==> src/rtl/nexi_cache_linefill_if.sv <==
`timescale 1ns/1ps
// Wishbone classic bus bundle for the cache line-fill engine.
// Signal names carry the master's point of view: *_o driven by the master, *_i by the slave.
//   bus_addr_o  byte address of the current word
//   bus_data_o  write data (writeback only)
//   bus_cyc_o   cycle in progress
//   bus_stb_o   strobe
//   bus_we_o    write enable
//   bus_sel_o   byte select (single-bit, whole word)
//   bus_data_i  read data
//   bus_ack_i   transfer acknowledge
//   bus_err_i   transfer error
//   bus_rty_i   retry request
interface nexi_cache_linefill_if #(
  parameter int unsigned ADDR_WIDTH = 32,
  parameter int unsigned DATA_WIDTH = 32
);
  logic [ADDR_WIDTH-1:0] bus_addr_o;
  logic [DATA_WIDTH-1:0] bus_data_o;
  logic                  bus_cyc_o;
  logic                  bus_stb_o;
  logic                  bus_we_o;
  logic                  bus_sel_o;
  logic [DATA_WIDTH-1:0] bus_data_i;
  logic                  bus_ack_i;
  logic                  bus_err_i;
  logic                  bus_rty_i;

  modport master (
    output bus_addr_o, bus_data_o, bus_cyc_o, bus_stb_o, bus_we_o, bus_sel_o,
    input  bus_data_i, bus_ack_i, bus_err_i, bus_rty_i
  );

  modport slave (
    input  bus_addr_o, bus_data_o, bus_cyc_o, bus_stb_o, bus_we_o, bus_sel_o,
    output bus_data_i, bus_ack_i, bus_err_i, bus_rty_i
  );
endinterface

==> src/rtl/nexi_cache_linefill.sv <==
`timescale 1ns/1ps
// Cache line-fill / writeback engine. Moves one whole cache line over a Wishbone classic
// master port, one word per acknowledged cycle, with bounded retry and error abort.
// Ports:
//   clk_i, reset_ni       clock and asynchronous active-low reset
//   req_i, req_we_i       line request (sampled in idle only); 1 = writeback, 0 = fill
//   req_addr_i            any byte address inside the target line
//   wb_data_i             writeback word, selected externally by word_idx_o
//   word_idx_o            index of the word currently on the bus
//   fill_data_o/_idx_o    registered fill word and its index, valid while fill_valid_o
//   fill_valid_o          one-cycle fill strobe
//   busy_o                transfer in progress
//   done_o, err_o         end-of-transfer pulse; err_o marks an aborted transfer
//   bus                   Wishbone master port
module nexi_cache_linefill #(
  parameter int unsigned ADDR_WIDTH = 32,
  parameter int unsigned DATA_WIDTH = 32,
  parameter int unsigned LINE_WORDS = 4,
  parameter int unsigned MAX_RETRY  = 3,
  parameter int unsigned RETRY_GAP  = 2,
  localparam int unsigned IdxW      = $clog2(LINE_WORDS)
) (
  input  logic                  clk_i,
  input  logic                  reset_ni,
  input  logic                  req_i,
  input  logic                  req_we_i,
  input  logic [ADDR_WIDTH-1:0] req_addr_i,
  input  logic [DATA_WIDTH-1:0] wb_data_i,
  output logic [IdxW-1:0]       word_idx_o,
  output logic [DATA_WIDTH-1:0] fill_data_o,
  output logic                  fill_valid_o,
  output logic [IdxW-1:0]       fill_idx_o,
  output logic                  busy_o,
  output logic                  done_o,
  output logic                  err_o,
  nexi_cache_linefill_if.master bus
);

  localparam int unsigned OffW = IdxW + 2;
  localparam int unsigned RtyW = (MAX_RETRY >= 1) ? $clog2(MAX_RETRY + 1) : 1;
  localparam int unsigned GapW = (RETRY_GAP > 1) ? $clog2(RETRY_GAP) : 1;

  typedef enum logic [1:0] {StIdle, StXfer, StGap, StDone} state_e;

  state_e                       state_q, state_d;
  logic [ADDR_WIDTH-OffW-1:0]   base_q, base_d;
  logic                         we_q, we_d;
  logic [IdxW-1:0]              idx_q, idx_d;
  logic [RtyW-1:0]              rty_q, rty_d;
  logic [GapW-1:0]              gap_q, gap_d;
  logic                         err_q, err_d;
  logic [DATA_WIDTH-1:0]        fill_data_q, fill_data_d;
  logic                         fill_valid_q, fill_valid_d;
  logic [IdxW-1:0]              fill_idx_q, fill_idx_d;

  // Offset bits inside the line are implied by the word index.
  logic unused_req_addr;
  assign unused_req_addr = ^req_addr_i[OffW-1:0];

  always_ff @(posedge clk_i or negedge reset_ni) begin
    if (!reset_ni) begin
      state_q      <= StIdle;
      base_q       <= '0;
      we_q         <= 1'b0;
      idx_q        <= '0;
      rty_q        <= '0;
      gap_q        <= '0;
      err_q        <= 1'b0;
      fill_data_q  <= '0;
      fill_valid_q <= 1'b0;
      fill_idx_q   <= '0;
    end else begin
      state_q      <= state_d;
      base_q       <= base_d;
      we_q         <= we_d;
      idx_q        <= idx_d;
      rty_q        <= rty_d;
      gap_q        <= gap_d;
      err_q        <= err_d;
      fill_data_q  <= fill_data_d;
      fill_valid_q <= fill_valid_d;
      fill_idx_q   <= fill_idx_d;
    end
  end

  always_comb begin
    state_d      = state_q;
    base_d       = base_q;
    we_d         = we_q;
    idx_d        = idx_q;
    rty_d        = rty_q;
    gap_d        = gap_q;
    err_d        = err_q;
    fill_data_d  = fill_data_q;
    fill_valid_d = 1'b0;
    fill_idx_d   = fill_idx_q;

    unique case (state_q)
      StIdle: begin
        if (req_i) begin
          base_d  = req_addr_i[ADDR_WIDTH-1:OffW];
          we_d    = req_we_i;
          idx_d   = '0;
          rty_d   = '0;
          err_d   = 1'b0;
          state_d = StXfer;
        end
      end
      StXfer: begin
        // Response priority: err over rty over ack.
        if (bus.bus_err_i) begin
          err_d   = 1'b1;
          state_d = StDone;
        end else if (bus.bus_rty_i) begin
          if (rty_q == RtyW'(MAX_RETRY)) begin
            err_d   = 1'b1;
            state_d = StDone;
          end else begin
            rty_d   = rty_q + 1'b1;
            gap_d   = '0;
            state_d = (RETRY_GAP == 0) ? StXfer : StGap;
          end
        end else if (bus.bus_ack_i) begin
          if (!we_q) begin
            fill_data_d  = bus.bus_data_i;
            fill_valid_d = 1'b1;
            fill_idx_d   = idx_q;
          end
          if (idx_q == IdxW'(LINE_WORDS - 1)) begin
            state_d = StDone;
          end else begin
            idx_d = idx_q + 1'b1;
            rty_d = '0;
          end
        end
      end
      StGap: begin
        if (gap_q == GapW'(RETRY_GAP - 1)) begin
          state_d = StXfer;
        end else begin
          gap_d = gap_q + 1'b1;
        end
      end
      StDone: begin
        state_d = StIdle;
      end
      default: begin
        state_d = StIdle;
      end
    endcase
  end

  // Bus controls decode straight from the state register so an asynchronous reset
  // drops cyc/stb in the same cycle.
  assign bus.bus_cyc_o  = (state_q == StXfer) || (state_q == StGap);
  assign bus.bus_stb_o  = (state_q == StXfer);
  assign bus.bus_sel_o  = (state_q == StXfer);
  assign bus.bus_we_o   = we_q;
  assign bus.bus_addr_o = {base_q, idx_q, 2'b00};
  assign bus.bus_data_o = (state_q == StXfer) ? wb_data_i : '0;

  assign word_idx_o   = idx_q;
  assign fill_data_o  = fill_data_q;
  assign fill_valid_o = fill_valid_q;
  assign fill_idx_o   = fill_idx_q;
  assign busy_o       = (state_q != StIdle);
  assign done_o       = (state_q == StDone);
  assign err_o        = (state_q == StDone) && err_q;

endmodule
==> src/flat_wrapper.sv <==
// flat-port wrapper written by rule: the top's interface ports become plain ports
module nexi_cache_linefill_flat 
#(
  parameter int unsigned ADDR_WIDTH = 32,
  parameter int unsigned DATA_WIDTH = 32,
  parameter int unsigned LINE_WORDS = 4,
  parameter int unsigned MAX_RETRY  = 3,
  parameter int unsigned RETRY_GAP  = 2,
  localparam int unsigned IdxW      = $clog2(LINE_WORDS)
)
  (clk_i, reset_ni, req_i, req_we_i, req_addr_i, wb_data_i, word_idx_o, fill_data_o, fill_valid_o, fill_idx_o, busy_o, done_o, err_o, bus_bus_addr_o, bus_bus_data_o, bus_bus_cyc_o, bus_bus_stb_o, bus_bus_we_o, bus_bus_sel_o, bus_bus_data_i, bus_bus_ack_i, bus_bus_err_i, bus_bus_rty_i);
  nexi_cache_linefill_if #(.ADDR_WIDTH(ADDR_WIDTH), .DATA_WIDTH(DATA_WIDTH)) bus_i ();
  input  logic clk_i;
  input  logic reset_ni;
  input  logic req_i;
  input  logic req_we_i;
  input  logic [ADDR_WIDTH-1:0] req_addr_i;
  input  logic [DATA_WIDTH-1:0] wb_data_i;
  output logic [IdxW-1:0] word_idx_o;
  output logic [DATA_WIDTH-1:0] fill_data_o;
  output logic fill_valid_o;
  output logic [IdxW-1:0] fill_idx_o;
  output logic busy_o;
  output logic done_o;
  output logic err_o;
  output wire logic [$bits(bus_i.bus_addr_o)-1:0] bus_bus_addr_o;
  output wire logic [$bits(bus_i.bus_data_o)-1:0] bus_bus_data_o;
  output wire logic [$bits(bus_i.bus_cyc_o)-1:0] bus_bus_cyc_o;
  output wire logic [$bits(bus_i.bus_stb_o)-1:0] bus_bus_stb_o;
  output wire logic [$bits(bus_i.bus_we_o)-1:0] bus_bus_we_o;
  output wire logic [$bits(bus_i.bus_sel_o)-1:0] bus_bus_sel_o;
  input wire logic [$bits(bus_i.bus_data_i)-1:0] bus_bus_data_i;
  input wire logic [$bits(bus_i.bus_ack_i)-1:0] bus_bus_ack_i;
  input wire logic [$bits(bus_i.bus_err_i)-1:0] bus_bus_err_i;
  input wire logic [$bits(bus_i.bus_rty_i)-1:0] bus_bus_rty_i;
  assign bus_bus_addr_o = bus_i.bus_addr_o;
  assign bus_bus_data_o = bus_i.bus_data_o;
  assign bus_bus_cyc_o = bus_i.bus_cyc_o;
  assign bus_bus_stb_o = bus_i.bus_stb_o;
  assign bus_bus_we_o = bus_i.bus_we_o;
  assign bus_bus_sel_o = bus_i.bus_sel_o;
  assign bus_i.bus_data_i = bus_bus_data_i;
  assign bus_i.bus_ack_i = bus_bus_ack_i;
  assign bus_i.bus_err_i = bus_bus_err_i;
  assign bus_i.bus_rty_i = bus_bus_rty_i;
  nexi_cache_linefill #(.ADDR_WIDTH(ADDR_WIDTH), .DATA_WIDTH(DATA_WIDTH), .LINE_WORDS(LINE_WORDS), .MAX_RETRY(MAX_RETRY), .RETRY_GAP(RETRY_GAP)) u_core (.clk_i(clk_i), .reset_ni(reset_ni), .req_i(req_i), .req_we_i(req_we_i), .req_addr_i(req_addr_i), .wb_data_i(wb_data_i), .word_idx_o(word_idx_o), .fill_data_o(fill_data_o), .fill_valid_o(fill_valid_o), .fill_idx_o(fill_idx_o), .busy_o(busy_o), .done_o(done_o), .err_o(err_o), .bus(bus_i));
endmodule
==> config.mk <==
export PLATFORM = sky130hd
export DESIGN_NAME = nexi_cache_linefill_flat
export DESIGN_NICKNAME = d
export VERILOG_FILES = /design/src/rtl/nexi_cache_linefill_if.sv /design/src/rtl/nexi_cache_linefill.sv /design/src/flat_wrapper.sv
export SDC_FILE = /design/constraint.sdc
export NUM_CORES = 1
export LEC_CHECK = 0
export CAP_MARGIN = 0
export CORE_UTILIZATION = 40
export DETAILED_ROUTE_END_ITERATION = 10
export GPL_ROUTABILITY_DRIVEN = 1
export PLACE_DENSITY = 0.95
export SYNTH_ARGS = -nofsm -noshare
export SYNTH_HDL_FRONTEND = slang
export SYNTH_SLANG_ARGS = --single-unit
==> constraint.sdc <==
create_clock -name clk_i -period 3.32 [get_ports clk_i]
set_input_delay 0.83 -clock clk_i [delete_from_list [all_inputs] [get_ports clk_i]]
set_output_delay 0.83 -clock clk_i [all_outputs]
set_load 0.05 [all_outputs]
======== Yosys cells after proc, flatten, opt, wreduce, memory -nomap -nowiden ========
Index checks and enable logic that the tools add are counted.
operators by class
  $add $sub $neg .......................... 3
  equality and inequality tests ........... 20
  muxes and demuxes ....................... 36
  bitwise gates (word level) .............. 3
  reductions and logical operators ........ 13
operators by type and width
  operator                                              count
  2-to-1 mux 2 bit                                      16
  2-to-1 mux 32 bit                                     1
  2-to-1 mux 1 bit                                      14
  AND reduction 4 bit                                   3
  AND reduction 6 bit                                   2
  != test 2 bit (second input constant)                 5
  != test 3 x 1 -> 1 bit (second input constant)        3
  equality test 2 bit (second input constant)           4
  != test 4 x 1 -> 1 bit (second input constant)        2
  case mux 2 bit (2 select lines)                       2
  case mux 2 bit (4 select lines)                       1
  != test 2 x 1 -> 1 bit (second input constant)        3
  != test 3 bit (second input constant)                 2
  nonzero test 2 bit                                    3
  AND reduction 5 bit                                   1
  adder 2 x 1 -> 2 bit (second input constant)          2
  case mux 1 bit (2 select lines)                       2
  NOT 1 bit                                             3
  equality test 2 x 1 -> 1 bit (second input constant)  1
  logical NOT 2 bit                                     1
  AND reduction 2 bit                                   1
  adder 1 bit (second input constant)                   1
  logical AND 1 bit                                     1
  logical OR 1 bit                                      1
word-level totals
  register bits ........................... 72
  output and inout port bits .............. 108
  logic and storage cells ................. 85

======== Depth between registers and ports, before layout ========
Gate-level depths: netlist (run 1).
  word-level depth ........................ 6
  gate-level depth with buffers ........... 8

======== Worst setup path after synthesis (run 1) ========
No wires, ideal clock.
  path kind ............................... register to output
  start ................................... register u_core.state_q[1]
  end ..................................... output port bus_bus_data_o[0]
  arrival ................................. 1.601 ns
  required time ........................... 2.490 ns
  setup slack ............................. 0.889 ns
  stages on the path, launching flop included .. 6
  path buffers ............................ 2
  cells stage by stage .................... dfrtp_1 inv_1 ha_1 clkbuf_1 clkbuf_1 and2_1
on the way
  cells in the longest elaborated chain, start to end .. 2
RTL lines
  item                          RTL line                    RTL
  start: declaration            nexi_cache_linefill.sv:45   state_e state_q, state_d;
  start signal: assignment      nexi_cache_linefill.sv:62   state_q <= StIdle;
  start signal: assignment      nexi_cache_linefill.sv:73   state_q <= state_d;
  equality test 2 x 1 -> 1 bit  nexi_cache_linefill.sv:160  assign bus.bus_data_o = (state_q == StXfer) ? wb_data_i : '0;
  2-to-1 mux 32 bit             nexi_cache_linefill.sv:160
  end: declaration              flat_wrapper.sv:27          output wire logic [$bits(bus_i.bus_data_o)-1:0] bus_bus_data_o;
No other way between the ends.

======== Worst setup path in the final report (run 1) ========
  start ................................... register u_core.state_q[1]
  end ..................................... output port bus_bus_stb_o
on the way
  cells in the longest elaborated chain, start to end .. 1
RTL lines
  item                          RTL line                    RTL
  equality test 2 x 1 -> 1 bit  nexi_cache_linefill.sv:156  assign bus.bus_stb_o = (state_q == StXfer);
  end: declaration              flat_wrapper.sv:29          output wire logic [$bits(bus_i.bus_stb_o)-1:0] bus_bus_stb_o;
No other way between the ends.

==> flow_metrics.py, run 1 <==
metrics = {
    "clocking": {
        "cts_made_buffers": 9,
        "cts_sinks": 72,
        "root_buffer": "clkbuf_8",
        "post_cts_buffers": 0,
        "ctsHoldBuffers": 0,
        "cts_max_level": 3,
        "clk_pin_slew_ns": 0.07,
        "clkLatencyLatePin_ns": 0.33,
        "clockBufferDepth": 2,
        "cts_tree": "built",
        "postCtsResizedCells": 0,
    },
    "floorplanning": {
        "die_x_microns": 92.9,
        "start_util_pct": 42.1,
        "die-height_microns": 92.9,
        "die_area_sq_um": 8640,
        "top_level_ports": 211,
        "core_area_sq_um": 7850,
        "rows": 32,
    },
    "critical_path": {
        "worstPathRequired_ns": 2.49,
        "crit_end": "bus_bus_stb_o",
        "path_cells": "inv_1 > ha_1 > clkdlybuf4s50_1",
        "critical_path_class": "flip-flop to output port",
        "critPathMaxStageDelay_ns": 0.88,
        "startpoint_type": "flip-flop",
        "end_kind": "output port",
        "worstPathMaxFanout": 9,
        "crit_slowest_cell": "clkdlybuf4s50_1",
        "rr_worst_depth": 6,
        "r2r_end": "u_core.word_idx_o[0]$_DFFE_PN0P_",
        "cp-startpoint": "u_core.state_q[1]$_DFFE_PN0P_",
        "crit_buf_inv": 2,
        "reg2reg_from": "u_core.state_q[1]$_DFFE_PN0P_",
        "cp.arrival_ns": 2.17,
        "crit_family": "buffers and inverters",
        "rrSetupSlack_ns": 0.77,
        "cp.depth": 3,
    },
    "detailed_routing": {
        "route.antenna.remaining_nets": 0,
        "wl_per_cell_microns": 16.1,
        "wl_microns": 8820,
        "dr.pass1.iters": 4,
        "vias_per_cell": 4.68,
        "vias": 2558,
        "drcViolationCount": 0,
        "drt_iter0_markers": 47,
    },
    "yosys": {
        "synth_cells": 237,
        "ys_ff_latch": 72,
        "synth_top_area_share_pct": 54.5,
        "yosys_warnings": 0,
        "synthArstFlopShare_pct": 100,
        "synth_area_per_cell_sq_um": 14.0,
        "synth.largest_area_cell": "dfrtp_1",
        "synth-edff-count": 0,
        "yosysUniqueCellTypes": 28,
        "syn_area_sq_um": 3310,
        "yosysSeqAreaShare_pct": 54.5,
        "ys.flop_type": "dfrtp_1",
        "synth.area.top_cells": "dfrtp_1, mux2_2, mux2_4",
    },
    "final_layout": {
        "n_antenna_cell": 0,
        "drive_gt1_share_pct": 27.2,
        "nNetsFinal": 550,
        "layout_commonest_cell": "clkdlybuf4s50_1",
        "stdcell_count": 547,
        "final_cell_mix": "clkdlybuf4s50_1, dfrtp_1, mux2_2",
        "syn2layout_area_growth_pct": 68.9,
    },
    "timing": {
        "fin_crit_ns": 3.00,
        "setup_viol": 0,
        "finalMaxSlewViolations": 0,
        "fmaxAchievable_ghz": 0.334,
        "final_hold_viol_count": 0,
        "setup_tns_ns": 0,
        "skew_ns": 0.00919,
        "relSlewSlack_pct": 32.4,
        "grt_setup_unrepaired": "false",
        "hold_ws_ns": 0.492,
        "tightest_slew_ns": 1.01,
        "fin_crit_sh_pct": 90.3,
    },
    "grt": {
        "grt_pass1_wl_microns": 13900,
        "grt_overflow": 0,
        "grt_usage_pct": 20.9,
        "grt_pass1_vias": 2788,
        "grt_max_degree": 73,
        "grt_antenna_before_repair": 0,
    },
    "hold_path": {
        "hold_depth": 1,
        "worstHoldPathType": "flip-flop to flip-flop",
    },
    "placed_design": {
        "hpwl_microns": 6670,
        "place.gp.congestion": 0.775,
        "dp_cells": 531,
        "port_buffers": 204,
    },
    "power_and_ir_drop": {
        "powerDensity_nw_per_um2": 1210,
        "leakage_nw": 2.56,
        "finalPower_mw": 6.78,
        "ir_drop_uv": 839,
    },
    "run_status": {
        "status": "finished, final reports clean",
    },
    "flow_run": {
        "drv_cap": 0,
    },
}
## power by group
part / switching, mW / internal [mW] / leakage (nW) / total, mW
combinational: 2.73 / 1.61 / 1.55 / 4.34
sequential: 0.255 / 1.31 / 0.876 / 1.56
clock: 0.320 / 0.563 / 0.133 / 0.883
total: 3.31 / 3.47 / 2.56 / 6.78
## flip-flops by register name (all words and copies together), names as in the netlist, 2 cells and up
register / cells
u_core.fill_data_o: 32
u_core.base_q: 28
u_core.state_q: 2
u_core.rty_q: 2
u_core.fill_idx_o: 2
u_core.word_idx_o: 2
## cell usage after synthesis (3+ instances only)
master and n:
dfrtp_1 72, mux2_4 27, ha_1 7, o21ai_0 3, buf_4 5, clkbuf_1 7, and2_1 34, inv_1 8
a21oi_1 3, nand2_1 5, nor2_1 4, buf_6 5, mux2_2 38
## how the worst min path moves through the flow
stage,startpoint,to,slack (ns)
2_1_floorplan,u_core.rty_q[0]$_DFFE_PN0P_,u_core.rty_q[0]$_DFFE_PN0P_,0.45
3_3_place_gp,u_core.rty_q[0]$_DFFE_PN0P_,u_core.rty_q[0]$_DFFE_PN0P_,0.46
3_5_place_dp,u_core.err_q$_DFFE_PN0P_,u_core.err_q$_DFFE_PN0P_,0.49
4_1_cts,u_core.err_q$_DFFE_PN0P_,u_core.err_q$_DFFE_PN0P_,0.50
5_1_grt,u_core.rty_q[0]$_DFFE_PN0P_,u_core.rty_q[0]$_DFFE_PN0P_,0.52
6_report,u_core.err_q$_DFFE_PN0P_,u_core.err_q$_DFFE_PN0P_,0.49
## through the flow
step                      worst slack, ns  util, %  instance area, sq um
after floorplan                     0.889        -                  3310
after global routing                0.140     71.2                  5580
after detailed placement            0.392     67.8                  5320
after CTS                           0.296     71.2                  5580
final                               0.322     71.2                  5580
after global placement              0.442     67.8                  5320
## worst register-to-register path: stages (launching register included)
cell       delay (ns)
dfrtp_1          0.42
inv_1            0.11
ha_1             0.84
nor2_1           0.16
a2111oi_0        0.40
buf_4            0.19
mux2_2           0.32
## layout make-up
cell class / count / area [sq um]
timing repair buffer: 208 / 2000
fill: 606 / 2260
inverter: 8 / 30.0
clock buffer: 12 / 165
multi-input combinational: 141 / 1360
sequential: 72 / 1800
tap: 102 / 128
clock inverter: 4 / 98.8
## metal layers
| metal | share of wire (%) | vias up | routed length, microns | track usage (%) |
|---|---|---|---|---|
| li1 | - | 1197 | - | - |
| met1 | 40 | 1263 | 3500 | 24.6 |
| met2 | 53 | 89 | 4710 | 37.1 |
| met3 | 5.8 | 9 | 516 | 6.16 |
| met4 | 0.99 | 0 | 87 | 5.38 |
| met5 | 0 | - | 0 | 0 |
## cells by family (layout without fill, tap and decap cells)
group | after synthesis | count (layout) | synth area share [%]
AO/OA/AOI/OAI | 13 | 13 | 2.80
buffers and inverters | 25 | 232 | 4.54
flip-flops | 72 | 72 | 54.5
adder cells (fa/ha/maj) | 7 | 7 | 2.65
other | 1 | 2 | 0.113
multiplexers | 67 | 67 | 25.8
AND/OR/NAND/NOR | 52 | 52 | 9.61
Power figures use the tool's default switching activity.
==> run 2: changes to the inputs <==
clock period = 3.5 ns   (was 3.32 ns; I/O delays follow)
==> flow_metrics.py, run 2 (same netlist as run 1, synthesis figures left out) <==
metrics = {
    "clocking": {
        "ctsHoldBuffers": 0,
        "cts_made_buffers": 9,
        "clkLatencyLatePin_ns": 0.33,
        "cts_sinks": 72,
        "cts_max_level": 3,
        "root_buffer": "clkbuf_8",
        "cts_tree": "built",
        "clk_pin_slew_ns": 0.07,
        "clockBufferDepth": 2,
    },
    "critical_path": {
        "worstPathRequired_ns": 2.62,
        "critPathMaxStageDelay_ns": 0.81,
        "startpoint_type": "flip-flop",
        "worstPathMaxFanout": 33,
        "end_kind": "output port",
        "r2r_end": "u_core.fill_data_o[0]$_DFFE_PN0P_",
        "rr_worst_depth": 6,
        "path_cells": "inv_1 > ha_2 > and2_1 > clkdlybuf4s50_1",
        "critical_path_class": "flip-flop to output port",
        "crit_slowest_cell": "clkdlybuf4s50_1",
        "cp.arrival_ns": 2.33,
        "rrSetupSlack_ns": 1.01,
        "reg2reg_from": "u_core.state_q[1]$_DFFE_PN0P_",
    },
    "timing": {
        "relSlewSlack_pct": 39.0,
        "fin_crit_ns": 3.21,
        "final_hold_viol_count": 0,
        "finalMaxSlewViolations": 0,
        "fin_crit_sh_pct": 91.7,
        "skew_ns": 0.00754,
        "setup_viol": 0,
        "tightest_slew_ns": 0.915,
        "setup_tns_ns": 0,
        "grt_setup_unrepaired": "false",
        "fmaxAchievable_ghz": 0.312,
    },
    "detailed_routing": {
        "drcViolationCount": 0,
        "vias": 2565,
        "route.antenna.remaining_nets": 0,
        "wl_per_cell_microns": 16.3,
        "wl_microns": 8890,
        "drt_iter0_markers": 66,
        "dr.pass1.iters": 4,
        "vias_per_cell": 4.70,
    },
    "final_layout": {
        "layout_commonest_cell": "clkdlybuf4s50_1",
        "syn2layout_area_growth_pct": 68.9,
        "fin_area_sq_um": 5590,
        "drive_gt1_share_pct": 22.1,
        "final_cell_mix": "clkdlybuf4s50_1, dfrtp_1, mux2_2",
        "largest_reg_flops": 32,
        "n_antenna_cell": 0,
        "nNetsFinal": 550,
    },
    "grt": {
        "grt_max_degree": 73,
        "grt_overflow": 0,
        "grt_usage_pct": 21.2,
        "grt_pass1_wl_microns": 14100,
        "grt_antenna_before_repair": 0,
        "grt_pass1_vias": 2880,
    },
    "floorplanning": {
        "die_x_microns": 92.9,
        "start_util_pct": 42.1,
        "top_level_ports": 211,
        "die_area_sq_um": 8640,
        "die-height_microns": 92.9,
        "rows": 32,
        "core_area_sq_um": 7850,
    },
    "placed_design": {
        "hpwl_microns": 6770,
        "place.gp.congestion": 0.775,
        "placement.cell_area_sq_um": 5370,
        "port_buffers": 204,
    },
    "power_and_ir_drop": {
        "leakage_nw": 2.49,
        "cellInternalPower_mw": 3.21,
        "power_frac_seq_pct": 23.2,
        "clkPwrFrac_pct": 11.3,
        "switchingPower_mw": 3.14,
        "powerDensity_nw_per_um2": 1140,
        "p_sw_share_pct": 49.4,
        "ir_drop_uv": 651,
        "comb_power_share_pct": 65.5,
    },
    "hold_path": {
        "holdPathEnd": "u_core.rty_q[0]$_DFFE_PN0P_",
        "hold_start": "u_core.rty_q[0]$_DFFE_PN0P_",
        "worstHoldPathType": "flip-flop to flip-flop",
        "hold_depth": 1,
    },
    "flow_run": {
        "drv_cap": 0,
    },
    "run_status": {
        "status": "finished, final reports clean",
    },
}
run 2: layout make-up:
class,count,area [sq um]
clock buffer,10,138
clock inverter,5,81.3
fill,568,2260
inverter,8,30.0
multi-input combinational,141,1360
sequential,72,1800
tap,102,128
timing repair buffer,208,2050
run 2: repair_timing:
action	4_1_cts	5_1_grt
endpoints found under the setup margin	0	23
resized for setup	0	1
setup buffers	0	0
run 2: through the flow:
step                      setup WS [ns]  hold WS (ns)  total power [mW]  std cells  utilization [%]
after floorplan                    1.02         0.447              4.27        238                -
after global placement            0.376         0.463              5.57        531             68.4
after detailed placement          0.360         0.476              5.65        531             68.4
after CTS                        0.0145         0.492              6.40        546             71.2
after global routing              0.142         0.521              6.62        546             71.2
final                             0.292         0.489              6.35        546             71.2
run 2: critical path: cells and delay by family (launching register included):
family,cells,cell delay [ns]
adders and majority gates,1,0.47
buffers and inverters,2,0.92
DFF,1,0.41
and+or+nand+nor,1,0.20
run 2: layer usage:
layer / wire length (microns) / up-vias / part of all wire [%] / track usage, %
met4: 143 / 0 / 1.6 / 7.05
li1: - / 1206 / - / -
met2: 4710 / 93 / 53 / 36.1
met1: 3410 / 1252 / 38 / 25.0
met5: 0 / - / 0 / 0
met3: 625 / 14 / 7.0 / 6.98
run 2: worst max path at each step:
| stage | start | endpoint | depth (start not counted) |
|---|---|---|---|
| detailed placement | wb_data_i[17] | bus_bus_data_o[17] | 3 |
| global route | u_core.state_q[1]$_DFFE_PN0P_ | bus_bus_data_o[15] | 4 |
| CTS | u_core.state_q[1]$_DFFE_PN0P_ | bus_bus_data_o[15] | 4 |
| global placement | wb_data_i[21] | bus_bus_data_o[21] | 3 |
| floorplan | u_core.state_q[1]$_DFFE_PN0P_ | bus_bus_data_o[0] | 5 |
| finish | u_core.state_q[1]$_DFFE_PN0P_ | bus_bus_data_o[15] | 4 |
run 2: power by group through the flow:
stage | Combinational, mW | Sequential, mW | Clock (mW)
global placement | 4.11 | 1.46 | 0
global route | 4.32 | 1.53 | 0.773
finish | 4.16 | 1.47 | 0.718
floorplan | 1.49 | 2.78 | 0
CTS | 4.18 | 1.48 | 0.744
detailed placement | 4.17 | 1.49 | 0
==> run 3: changes to the inputs <==
SETUP_SLACK_MARGIN = 0.05   (was default)
==> flow_metrics.py, run 3 (same netlist as run 1, synthesis figures left out) <==
metrics = {
    "clocking": {
        "cts_max_level": 3,
        "root_buffer": "clkbuf_8",
        "cts_sinks": 72,
        "clkLatencyLatePin_ns": 0.33,
        "ctsHoldBuffers": 0,
        "cts_tree": "built",
        "clockBufferDepth": 2,
        "post_cts_buffers": 0,
        "clk_pin_slew_ns": 0.07,
        "cts_made_buffers": 9,
    },
    "floorplanning": {
        "rows": 32,
        "die_area_sq_um": 8640,
        "top_level_ports": 211,
        "start_util_pct": 42.1,
        "die_x_microns": 92.9,
        "die-height_microns": 92.9,
        "core_area_sq_um": 7850,
    },
    "timing": {
        "relSlewSlack_pct": 39.8,
        "final_hold_viol_count": 0,
        "grt_setup_unrepaired": "false",
        "hold_ws_ns": 0.489,
        "setup_viol": 0,
        "setup_tns_ns": 0,
        "fin_crit_sh_pct": 91.7,
        "finalMaxSlewViolations": 0,
        "fmaxAchievable_ghz": 0.311,
        "tightest_slew_ns": 0.903,
        "fin_crit_ns": 3.21,
        "skew_ns": 0.00729,
    },
    "final_layout": {
        "drive_gt1_share_pct": 22.1,
        "largest_reg_flops": 32,
        "stdcell_count": 546,
        "final_cell_mix": "clkdlybuf4s50_1, dfrtp_1, mux2_2",
        "syn2layout_area_growth_pct": 68.9,
        "fin_area_sq_um": 5590,
        "n_antenna_cell": 0,
        "multi_input_area_sq_um": 1360,
        "nNetsFinal": 550,
        "seq_area_sq_um": 1800,
        "layout_commonest_cell": "clkdlybuf4s50_1",
        "fill_cells": 568,
    },
    "critical_path": {
        "path_cells": "inv_1 > ha_2 > and2_1 > clkdlybuf4s50_1",
        "cp.arrival_ns": 2.34,
        "critical_path_class": "flip-flop to output port",
        "crit_family": "buffers and inverters",
        "rrSetupSlack_ns": 1.01,
        "crit_slowest_cell": "clkdlybuf4s50_1",
        "rr_worst_depth": 6,
        "critPathMaxStageDelay_ns": 0.81,
        "end_kind": "output port",
        "r2r_end": "u_core.fill_data_o[0]$_DFFE_PN0P_",
        "worstPathRequired_ns": 2.62,
        "crit_buf_inv": 2,
        "startpoint_type": "flip-flop",
        "worstPathMaxFanout": 33,
        "reg2reg_from": "u_core.state_q[1]$_DFFE_PN0P_",
    },
    "detailed_routing": {
        "wl_per_cell_microns": 16.2,
        "drcViolationCount": 0,
        "dr.pass1.iters": 4,
        "wl_microns": 8860,
        "vias_per_cell": 4.71,
        "vias": 2570,
        "route.antenna.remaining_nets": 0,
        "drt_iter0_markers": 67,
    },
    "placed_design": {
        "place.gp.congestion": 0.775,
        "placement.cell_area_sq_um": 5370,
        "hpwl_microns": 6770,
        "port_buffers": 204,
        "dp_cells": 531,
    },
    "grt": {
        "grt_util_met3_pct": 6.98,
        "grt_antenna_before_repair": 0,
        "grt_overflow": 0,
        "grt_max_degree": 73,
        "grt_usage_pct": 21.2,
        "top_usage_layer": "met2",
        "met1_usage_pct": 25.1,
        "grt_pass1_vias": 2879,
        "grt_pass1_wl_microns": 14100,
        "use_met2_pct": 36.1,
    },
    "hold_path": {
        "holdPathEnd": "u_core.rty_q[0]$_DFFE_PN0P_",
        "worstHoldPathType": "flip-flop to flip-flop",
        "hold_start": "u_core.rty_q[0]$_DFFE_PN0P_",
        "hold_depth": 1,
    },
    "run_status": {
        "status": "finished, final reports clean",
    },
    "flow_run": {
        "drv_cap": 0,
    },
    "power_and_ir_drop": {
        "finalPower_mw": 6.35,
        "leakage_nw": 2.49,
        "ir_drop_uv": 650,
        "powerDensity_nw_per_um2": 1140,
    },
}
## run 3: cell counts in the layout (fill, tap and decap cells not counted)
Identical to the previous run, type by type.
## run 3: worst max-delay path by stage
stage               cells past startpoint                  to  slack (ns)                     startpoint
floorplan                               5   bus_bus_data_o[0]        1.02  u_core.state_q[1]$_DFFE_PN0P_
global placement                        3  bus_bus_data_o[21]        0.38                  wb_data_i[21]
detailed placement                      3  bus_bus_data_o[17]        0.36                  wb_data_i[17]
CTS                                     4  bus_bus_data_o[15]        0.26  u_core.state_q[1]$_DFFE_PN0P_
global route                            4  bus_bus_data_o[15]        0.14  u_core.state_q[1]$_DFFE_PN0P_
finish                                  4  bus_bus_data_o[15]        0.29  u_core.state_q[1]$_DFFE_PN0P_
## run 3: area by class of cell
type	count	share of cell area, %
flip-flops and latches	72	32.3
inverters	8	0.538
well taps	102	2.28
clock inverters	5	1.46
clock buffers	10	2.46
multi-input cells	141	24.4
repair buffers	208	36.6
## run 3: metal layers
layer	part of all wire (%)	vias to the layer above
met4	1.6	0
met5	0	-
met3	7.3	14
met2	53	97
met1	38	1252
li1	-	1207
## run 3: where the power goes
group | internal, mW | leakage (nW) | total [mW] | switching, mW
registers | 1.24 | 0.876 | 1.47 | 0.232
clock network | 0.417 | 0.108 | 0.717 | 0.301
logic | 1.55 | 1.50 | 4.16 | 2.60
## run 3: what timing repair did
item                                   in CTS  in global routing
setup endpoints to repair                  22                  0
resized for setup                           1                  0
endpoints found under the hold margin       0                  0
## run 3: metrics by stage
stage / utilization (%) / setup WS (ns)
after floorplan: - / 1.02
after global placement: 68.4 / 0.376
after detailed placement: 68.4 / 0.360
after CTS: 71.2 / 0.264
after global routing: 71.2 / 0.142
final: 71.2 / 0.289
